===== src/rtl/alu_pkg.sv =====
// Shared ALU/sequencer definitions: opcodes, ARM condition codes, FSM states, NZCV bit positions.
package alu_pkg;

   localparam int unsigned OPC_W  = 4;
   localparam int unsigned COND_W = 4;
   localparam int unsigned NZCV_W = 4;

   localparam int unsigned FLAG_N = 3;
   localparam int unsigned FLAG_Z = 2;
   localparam int unsigned FLAG_C = 1;
   localparam int unsigned FLAG_V = 0;

   localparam logic [OPC_W-1:0] OP_AND = 4'h0;
   localparam logic [OPC_W-1:0] OP_EOR = 4'h1;
   localparam logic [OPC_W-1:0] OP_SUB = 4'h2;
   localparam logic [OPC_W-1:0] OP_RSB = 4'h3;
   localparam logic [OPC_W-1:0] OP_ADD = 4'h4;
   localparam logic [OPC_W-1:0] OP_ADC = 4'h5;
   localparam logic [OPC_W-1:0] OP_SBC = 4'h6;
   localparam logic [OPC_W-1:0] OP_RSC = 4'h7;
   localparam logic [OPC_W-1:0] OP_TST = 4'h8;
   localparam logic [OPC_W-1:0] OP_TEQ = 4'h9;
   localparam logic [OPC_W-1:0] OP_CMP = 4'hA;
   localparam logic [OPC_W-1:0] OP_CMN = 4'hB;
   localparam logic [OPC_W-1:0] OP_ORR = 4'hC;
   localparam logic [OPC_W-1:0] OP_MOV = 4'hD;
   localparam logic [OPC_W-1:0] OP_BIC = 4'hE;
   localparam logic [OPC_W-1:0] OP_MVN = 4'hF;

   typedef enum logic [COND_W-1:0] {
      COND_EQ, COND_NE, COND_CS, COND_CC, COND_MI, COND_PL, COND_VS, COND_VC,
      COND_HI, COND_LS, COND_GE, COND_LT, COND_GT, COND_LE, COND_AL, COND_NV
   } cond_e;

   typedef enum logic [1:0] {
      ST_IDLE, ST_ISSUE, ST_CAPTURE, ST_WB
   } seq_state_e;

endpackage


===== src/rtl/alu_cond_check.sv =====
// ARM condition-field evaluator: combinational (cond, NZCV) -> pass. Shared with the branch unit.
module alu_cond_check
   import alu_pkg::*;
(
   input  logic [COND_W-1:0] cond_i,
   input  logic [NZCV_W-1:0] nzcv_i,
   output logic              pass_c_o
);

   logic n, z, c, v;

   always_comb begin
      n        = nzcv_i[FLAG_N];
      z        = nzcv_i[FLAG_Z];
      c        = nzcv_i[FLAG_C];
      v        = nzcv_i[FLAG_V];
      pass_c_o = 1'b0;
      case (cond_i)
         COND_EQ: pass_c_o = z;
         COND_NE: pass_c_o = !z;
         COND_CS: pass_c_o = c;
         COND_CC: pass_c_o = !c;
         COND_MI: pass_c_o = n;
         COND_PL: pass_c_o = !n;
         COND_VS: pass_c_o = v;
         COND_VC: pass_c_o = !v;
         COND_HI: pass_c_o = c && !z;
         COND_LS: pass_c_o = !c || z;
         COND_GE: pass_c_o = (n == v);
         COND_LT: pass_c_o = (n != v);
         COND_GT: pass_c_o = !z && (n == v);
         COND_LE: pass_c_o = z || (n != v);
         COND_AL: pass_c_o = 1'b1;
         default: pass_c_o = 1'b0;
      endcase
   end

endmodule


===== src/rtl/alu_sequencer.sv =====
// Issues one decoded instruction at a time to the registered ALU, owns NZCV, and hands
// the captured result to register-file writeback.
module alu_sequencer
   import alu_pkg::*;
#(
   parameter int unsigned DATA_WIDTH = 32,
   parameter int unsigned RD_W       = 4,
   parameter int unsigned SKIP_W     = 16
) (
   input  logic                  clk,
   input  logic                  rst,
   input  logic                  in_valid,
   output logic                  in_ready,
   input  logic [COND_W-1:0]     in_cond,
   input  logic [OPC_W-1:0]      in_opcode,
   input  logic                  in_setcond,
   input  logic [DATA_WIDTH-1:0] in_a,
   input  logic [DATA_WIDTH-1:0] in_b,
   input  logic [RD_W-1:0]       in_rd,
   output logic                  alu_enable,
   output logic [OPC_W-1:0]      alu_opcode,
   output logic [DATA_WIDTH-1:0] alu_a,
   output logic [DATA_WIDTH-1:0] alu_b,
   output logic                  alu_carry,
   output logic                  alu_setcond,
   input  logic [DATA_WIDTH-1:0] alu_result,
   input  logic                  alu_n,
   input  logic                  alu_z,
   input  logic                  alu_c,
   input  logic                  alu_v,
   input  logic                  alu_write_reg,
   output logic                  wb_valid,
   input  logic                  wb_ready,
   output logic [RD_W-1:0]       wb_rd,
   output logic [DATA_WIDTH-1:0] wb_data,
   output logic [NZCV_W-1:0]     flags_nzcv,
   output logic [SKIP_W-1:0]     skip_count,
   output logic                  busy
);

   seq_state_e            state_q, state_d;
   logic [OPC_W-1:0]      opc_q, opc_d;
   logic [DATA_WIDTH-1:0] a_q, a_d, b_q, b_d;
   logic                  setcond_q, setcond_d;
   logic [RD_W-1:0]       rd_q, rd_d, wb_rd_q, wb_rd_d;
   logic [DATA_WIDTH-1:0] wb_data_q, wb_data_d;
   logic [NZCV_W-1:0]     flags_q, flags_d;
   logic [SKIP_W-1:0]     skip_q, skip_d;
   logic                  in_ready_q, alu_enable_q, wb_valid_q, busy_q;
   logic                  cond_pass;

   alu_cond_check u_cond (
      .cond_i   (in_cond),
      .nzcv_i   (flags_q),
      .pass_c_o (cond_pass)
   );

   // Next-state: flags are written in CAPTURE, before IDLE, so the next accept sees them.
   always_comb begin
      state_d   = state_q;
      opc_d     = opc_q;
      a_d       = a_q;
      b_d       = b_q;
      setcond_d = setcond_q;
      rd_d      = rd_q;
      wb_rd_d   = wb_rd_q;
      wb_data_d = wb_data_q;
      flags_d   = flags_q;
      skip_d    = skip_q;
      case (state_q)
         ST_IDLE: begin
            if (in_valid && in_ready_q) begin
               opc_d     = in_opcode;
               a_d       = in_a;
               b_d       = in_b;
               setcond_d = in_setcond;
               rd_d      = in_rd;
               if (cond_pass) state_d = ST_ISSUE;
               else           skip_d  = skip_q + SKIP_W'(1);
            end
         end
         ST_ISSUE: state_d = ST_CAPTURE;
         ST_CAPTURE: begin
            if (setcond_q) flags_d = {alu_n, alu_z, alu_c, alu_v};
            wb_data_d = alu_result;
            wb_rd_d   = rd_q;
            state_d   = alu_write_reg ? ST_WB : ST_IDLE;
         end
         ST_WB: begin
            if (wb_ready) state_d = ST_IDLE;
         end
         default: state_d = ST_IDLE;
      endcase
   end

   // Handshake-facing outputs are registered from the next state.
   always_ff @(posedge clk or posedge rst) begin
      if (rst) begin
         state_q      <= ST_IDLE;
         opc_q        <= '0;
         a_q          <= '0;
         b_q          <= '0;
         setcond_q    <= 1'b0;
         rd_q         <= '0;
         wb_rd_q      <= '0;
         wb_data_q    <= '0;
         flags_q      <= '0;
         skip_q       <= '0;
         in_ready_q   <= 1'b1;
         alu_enable_q <= 1'b0;
         wb_valid_q   <= 1'b0;
         busy_q       <= 1'b0;
      end else begin
         state_q      <= state_d;
         opc_q        <= opc_d;
         a_q          <= a_d;
         b_q          <= b_d;
         setcond_q    <= setcond_d;
         rd_q         <= rd_d;
         wb_rd_q      <= wb_rd_d;
         wb_data_q    <= wb_data_d;
         flags_q      <= flags_d;
         skip_q       <= skip_d;
         in_ready_q   <= (state_d == ST_IDLE);
         alu_enable_q <= (state_d == ST_ISSUE);
         wb_valid_q   <= (state_d == ST_WB);
         busy_q       <= (state_d != ST_IDLE);
      end
   end

   assign in_ready    = in_ready_q;
   assign alu_enable  = alu_enable_q;
   assign alu_opcode  = opc_q;
   assign alu_a       = a_q;
   assign alu_b       = b_q;
   assign alu_carry   = flags_q[FLAG_C];
   assign alu_setcond = setcond_q;
   assign wb_valid    = wb_valid_q;
   assign wb_rd       = wb_rd_q;
   assign wb_data     = wb_data_q;
   assign flags_nzcv  = flags_q;
   assign skip_count  = skip_q;
   assign busy        = busy_q;

endmodule


===== config.mk =====
export PLATFORM = sky130hd
export DESIGN_NAME = alu_sequencer
export DESIGN_NICKNAME = d
export VERILOG_FILES = /design/src/rtl/alu_pkg.sv /design/src/rtl/alu_cond_check.sv /design/src/rtl/alu_sequencer.sv
export SDC_FILE = /design/constraint.sdc
export NUM_CORES = 1
export LEC_CHECK = 0
export ABC_AREA = 1
export CORE_MARGIN = 3
export CORE_UTILIZATION = 25
export CTS_CLUSTER_DIAMETER = 120
export CTS_CLUSTER_SIZE = 10
export DETAILED_ROUTE_END_ITERATION = 16
export MAX_ROUTING_LAYER = met4
export PLACE_DENSITY_LB_ADDON = 0.05
export SLEW_MARGIN = 0
export SYNTH_ARGS = -nofsm -noshare
export SYNTH_HDL_FRONTEND = slang
export SYNTH_SLANG_ARGS = --single-unit
export TNS_END_PERCENT = 20

===== constraint.sdc =====
create_clock -name clk -period 6.29 [get_ports clk]
set_clock_uncertainty 0.05 [all_clocks]
set_input_delay 1.258 -clock clk [delete_from_list [all_inputs] [get_ports clk]]
set_output_delay 1.258 -clock clk [all_outputs]
set_load 0.01 [all_outputs]

== Word level (Yosys, flattened, before mapping) ==
Index checks and enable logic that the tools add are counted.
Storage, ports and cells
  flip-flop bits (word level): 135
Cells by class
  eq/ne operators: 21
  multiplexer cells: 6
  add/sub/neg operators: 1
  reductions and logical operators: 16
  bitwise logic cells: 1
Operators with widths (count)
  == test 4 bit (second input constant): 7
  adder 16 x 1 -> 16 bit (second input constant): 1
  == test 4 x 3 -> 1 bit (second input constant): 4
  case mux 1 bit (15 select lines): 1
  == test 4 x 2 -> 1 bit (second input constant): 2
  2-to-1 mux 2 bit: 4
  case mux 2 bit (4 select lines): 1
  == test 2 bit (second input constant): 3
  == test 2 x 1 -> 1 bit (second input constant): 2
  == test 4 x 1 -> 1 bit (second input constant): 1
  zero test 1 bit: 4
  zero test 2 bit: 2
  zero test 4 bit: 1
  AND reduction 2 bit: 2
  logical AND 1 bit: 3
  AND reduction 3 bit: 1
  logical OR 1 bit: 2
  nonzero test 2 bit: 1
  == test 1 bit: 1
  inequality test 1 bit: 1
  NOT 1 bit: 1

== Logic depth before layout (Yosys ltp) ==
  depth after elaboration: 7
  mapped depth: 11

== Hierarchy ==
A second synthesis with hierarchy kept.
Second synthesis, totals
  cells, all modules: 677
  area total of the unflattened synthesis: 5670.4 sq um
Modules (own cells, without submodules)
  alu_sequencer: instances 1, area each 5441.5 sq um, cells each 622
  alu_cond_check: instances 1, area each 229.0 sq um, cells each 55

== Worst setup path after synthesis ==
OpenSTA, ideal clock, no wires.
  path kind: in2reg
  start point: input in_cond[0]
  end point: register skip_q[6] (netlist: skip_count[6])
  data required time: 6.123 ns
  library setup time: 0.117 ns
  arrival time: 2.242 ns
  cell stages on the path: 11
  slack: 3.881 ns
  path buffers: 2
  cells stage by stage: buf_2 -> inv_1 -> nand3_1 -> nand3_1 -> nand2_1 -> nand2_2 -> nor2_8 -> nand3_4 -> buf_6 -> nand2_1 -> nand2_1
Between the ends
  cells in the longest elaborated chain, start to end: 4
  elaborated cells on any way between the ends: 18
Ends and longest elaborated chain
  from (decl): line alu_sequencer.sv:14  | input logic [COND_W-1:0] in_cond,
  == test 4 bit (tied with other cells): line alu_cond_check.sv:18  | case (cond_i)
  case mux 1 bit (15 select lines) *: line alu_cond_check.sv:18
  NOT 1 bit (no source line) *
  AND reduction 3 bit (no source line) *
  to (signal assigned): line alu_sequencer.sv:123  | skip_q <= skip_d;
  to (decl): line alu_sequencer.sv:48  | logic [SKIP_W-1:0] skip_q, skip_d;
Every way passes the cells marked *; elsewhere a longest branch is shown, timed or not.
A chain may end at the register's enable or synchronous reset.

== Worst setup path after layout ==
  start point: input in_valid
  end point: register a_q[16] (netlist: alu_a[16])
Between the ends
  cells in the longest elaborated chain, start to end: 2
Ends and longest elaborated chain
  from (decl): line alu_sequencer.sv:12  | input logic in_valid,
  logical AND 1 bit: line alu_sequencer.sv:72  | if (in_valid && in_ready_q) begin
  AND reduction 2 bit (no source line)
  to (signal assigned): line alu_sequencer.sv:101  | a_q <= '0;
  to (signal assigned): line alu_sequencer.sv:116  | a_q <= a_d;
  to (decl): line alu_sequencer.sv:43  | logic [DATA_WIDTH-1:0] a_q, a_d, b_q, b_d;
Every way passes these cells.

==> impl_results.md <==
- Final Max Tran Viols: 0
- Setup violators final: 0
- Seq cells post-synth: 135
- Global-route wire length before repair: between 20000 and 30000 um
- Maxcap violations: 0
- Pre-Repair DR Iteration Count: 6
- Fraction of layout cells with a size suffix above 1: 0.0527
- Synth Cell Area: 0.00571 mm^2
- Clk sinks: 135
- Vias per cell: 4.09
- I/O Pins: between 200 and 250
- CTS tree: yes
- Starting density of the core: 0.258
- R2r setup slk: between 4 and 5 ns
- Final period util: 0.465
- Top-count cell post-synth: nand2_1
- Clock Path Buffers: 2
- Placed insts: 1197
- Row Count: between 50 and 60
- Placer Congestion: 0.795
- Hold Violations, Final: 0
- Final nets: 1055
- H-tree depth: 4
- Clock-pin slew on the worst setup and hold paths: ~0.06 ns
- Warnings from Yosys: 0
- Drt drc: 0
- Clock Root Buffer: clkbuf_16
- Leak: 4.40 nW
- FF-to-FF End: alu_a[16]
- Total GRT Usage: 0.147
- Fmax: 342 MHz
- Number of gates resized after cts: 0
- Asr flop ratio synth: 1.00
- Critical path peak fanout: 50
- Rel. slew slack: 0.271
- Dpl hpwl: 11900 um
- Final setup TNS: 0 ns
- HP Class: register to register
- WP data arrival: 3.23 ns
- EDFF count, synth: 0
- Largest net degree at the start of global routing: 97
- RSZ-0062 raised after global routing: false
- Synth Instances: 695
- Yosys cell types: 29
- Setup CP Type: input port to register
- Initial antenna violation count: 0
- Hold depth: 2
- Final wirelength: ~18000 um
- Die Height: between 150 and 200 um
- Worst Path Required: around 6.6 ns
- Global route overflow: 0
- CTS buffer count: 17
- Post-synth top cells: nand2_1, dfrtp_1, nor2_1
- DR WL/cell: ~14 um
- Final worst path period need: roughly 2.9 ns
- Hold bufs inserted after CTS: 0
- CP endpoint kind: register
- Filler Cell Count: about 2200
- PortBufs: about 250
- Worst-case reg-to-reg path depth: 6
- Synth area leader: dfrtp_1
- Clock latency on the worst-skew pair: 0.42 ns
- Die area: 0.0247 mm^2
- Post-synth top area share: 0.588
- Worst r2r src: state_q[0]
- WHS Endpoint: wb_rd[3]
- Initial DRC count: 267
- Number of global-route vias before repair: 5051
- Post-route insts no fill: 1228
- Most used flip-flop cell after synthesis: dfrtp_1
- Least-Margin Pin Slew: approximately 1.1 ns
- Synth-to-Final Area Change: 58.5%
- Pwr dens: 477 mW/mm^2
- Vias after detailed routing: 5018
- Antenna-violating nets left: 0
- Startpoint types: input port
- Worst VDD drop: 0.193 mV
- Hold Crit Start: wb_rd[3]
- Sequential share of the synthesized area: 0.592
- Placeable Area: 0.0221 mm^2
- Mapped Avg Cell Area: ~8.2 um^2
- Status: complete, no violations
- Final Power: 4.31 mW
- Setup repair bufs after CTS: 0
- Die Wd: between 150 and 200 um
- Area contributors post-synth: dfrtp_1, nand2_1, nand4_1
- Inserted Diodes: 0
- Net Count, Synth: 814
## critical path, stage by stage
cell             delay, ns
clkdlybuf4s50_1       0.48
nand3_2               0.09
inv_2                 0.58
buf_4                 0.59
nand2_1               0.12
nand2_1               0.08
## layout by cell type, fill, tap and decap left out, types with 4 or more instances in the layout
cell / n
nand2_1: 414
clkdlybuf4s50_1: 247
dfrtp_1: 134
nor2_1: 25
inv_1: 20
nand4_1: 20
clkbuf_16: 17
nand3_1: 16
a21oi_1: 6
inv_6: 5
xnor2_1: 4
buf_4: 4
## metrics by stage
step	worst slack [ns]	utilization	hold WS (ns)	area, um^2
final	3.36	0.409	0.416	9040
after global routing	3.12	0.409	0.443	9040
after CTS	3.26	0.409	0.423	9040
after detailed placement	2.82	0.382	0.407	8430
after global placement	2.85	0.382	0.403	8430
after floorplan	1.37	-	0.399	5710
## layer usage
layer,part of all wire,routed length (um),GRT usage,vias to the layer above
met5,0,0,-,-
met4,0.0099,175,0.0455,0
met3,0.089,1580,0.0580,13
met2,0.45,8050,0.217,161
met1,0.45,7910,0.187,2227
li1,-,-,-,2617
## final cells by class
| class | instances | area, um^2 | share of cell area |
|---|---|---|---|
| Clock buffer | 18 | 439 | 0.0486 |
| Timing Repair Buffer | 251 | 2500 | 0.277 |
| Sequential cell | 135 | 3380 | 0.374 |
| Tap cell | 280 | 350 | 0.0387 |
| Multi-Input combinational cell | 505 | 2100 | 0.232 |
| Clock inverter | 13 | 169 | 0.0187 |
| Inverter | 26 | 103 | 0.0113 |
## sequential cells by signal, indices dropped and copies added (netlist names), 2 cells and up
name,count
alu_a,32
alu_b,32
wb_data,32
skip_count,16
alu_opcode,4
flags_nzcv,4
rd_q,4
wb_rd,4
state_q,2
## cells by family after synthesis
kind of cell | count (synthesis) | synth area share
and+or+nand+nor | 487 | 0.343
adders and majority gates | 1 | 0.00219
AOI/OAI and AO/OA | 9 | 0.00833
muxes | 1 | 0.00197
buffers and inverters | 55 | 0.0410
xor gates and xnor gates | 7 | 0.0107
DFF | 135 | 0.592
## worst max path at each step
stage	startpoint	to	depth (start not counted)
after floorplan	rst	alu_a[0]	1
after global placement	in_valid	alu_a[16]	6
after detailed placement	in_valid	alu_a[16]	6
after CTS	in_valid	alu_a[16]	6
after global routing	in_valid	alu_setcond	6
final	in_valid	alu_a[16]	6
## power breakdown
| group | internal [mW] | switching (mW) |
|---|---|---|
| Combinational | 0.898 | 0.901 |
| Clock | 0.637 | 0.403 |
| Sequential | 1.25 | 0.222 |
| Total | 2.79 | 1.53 |
No activity file was read; power rests on OpenSTA's default activity.
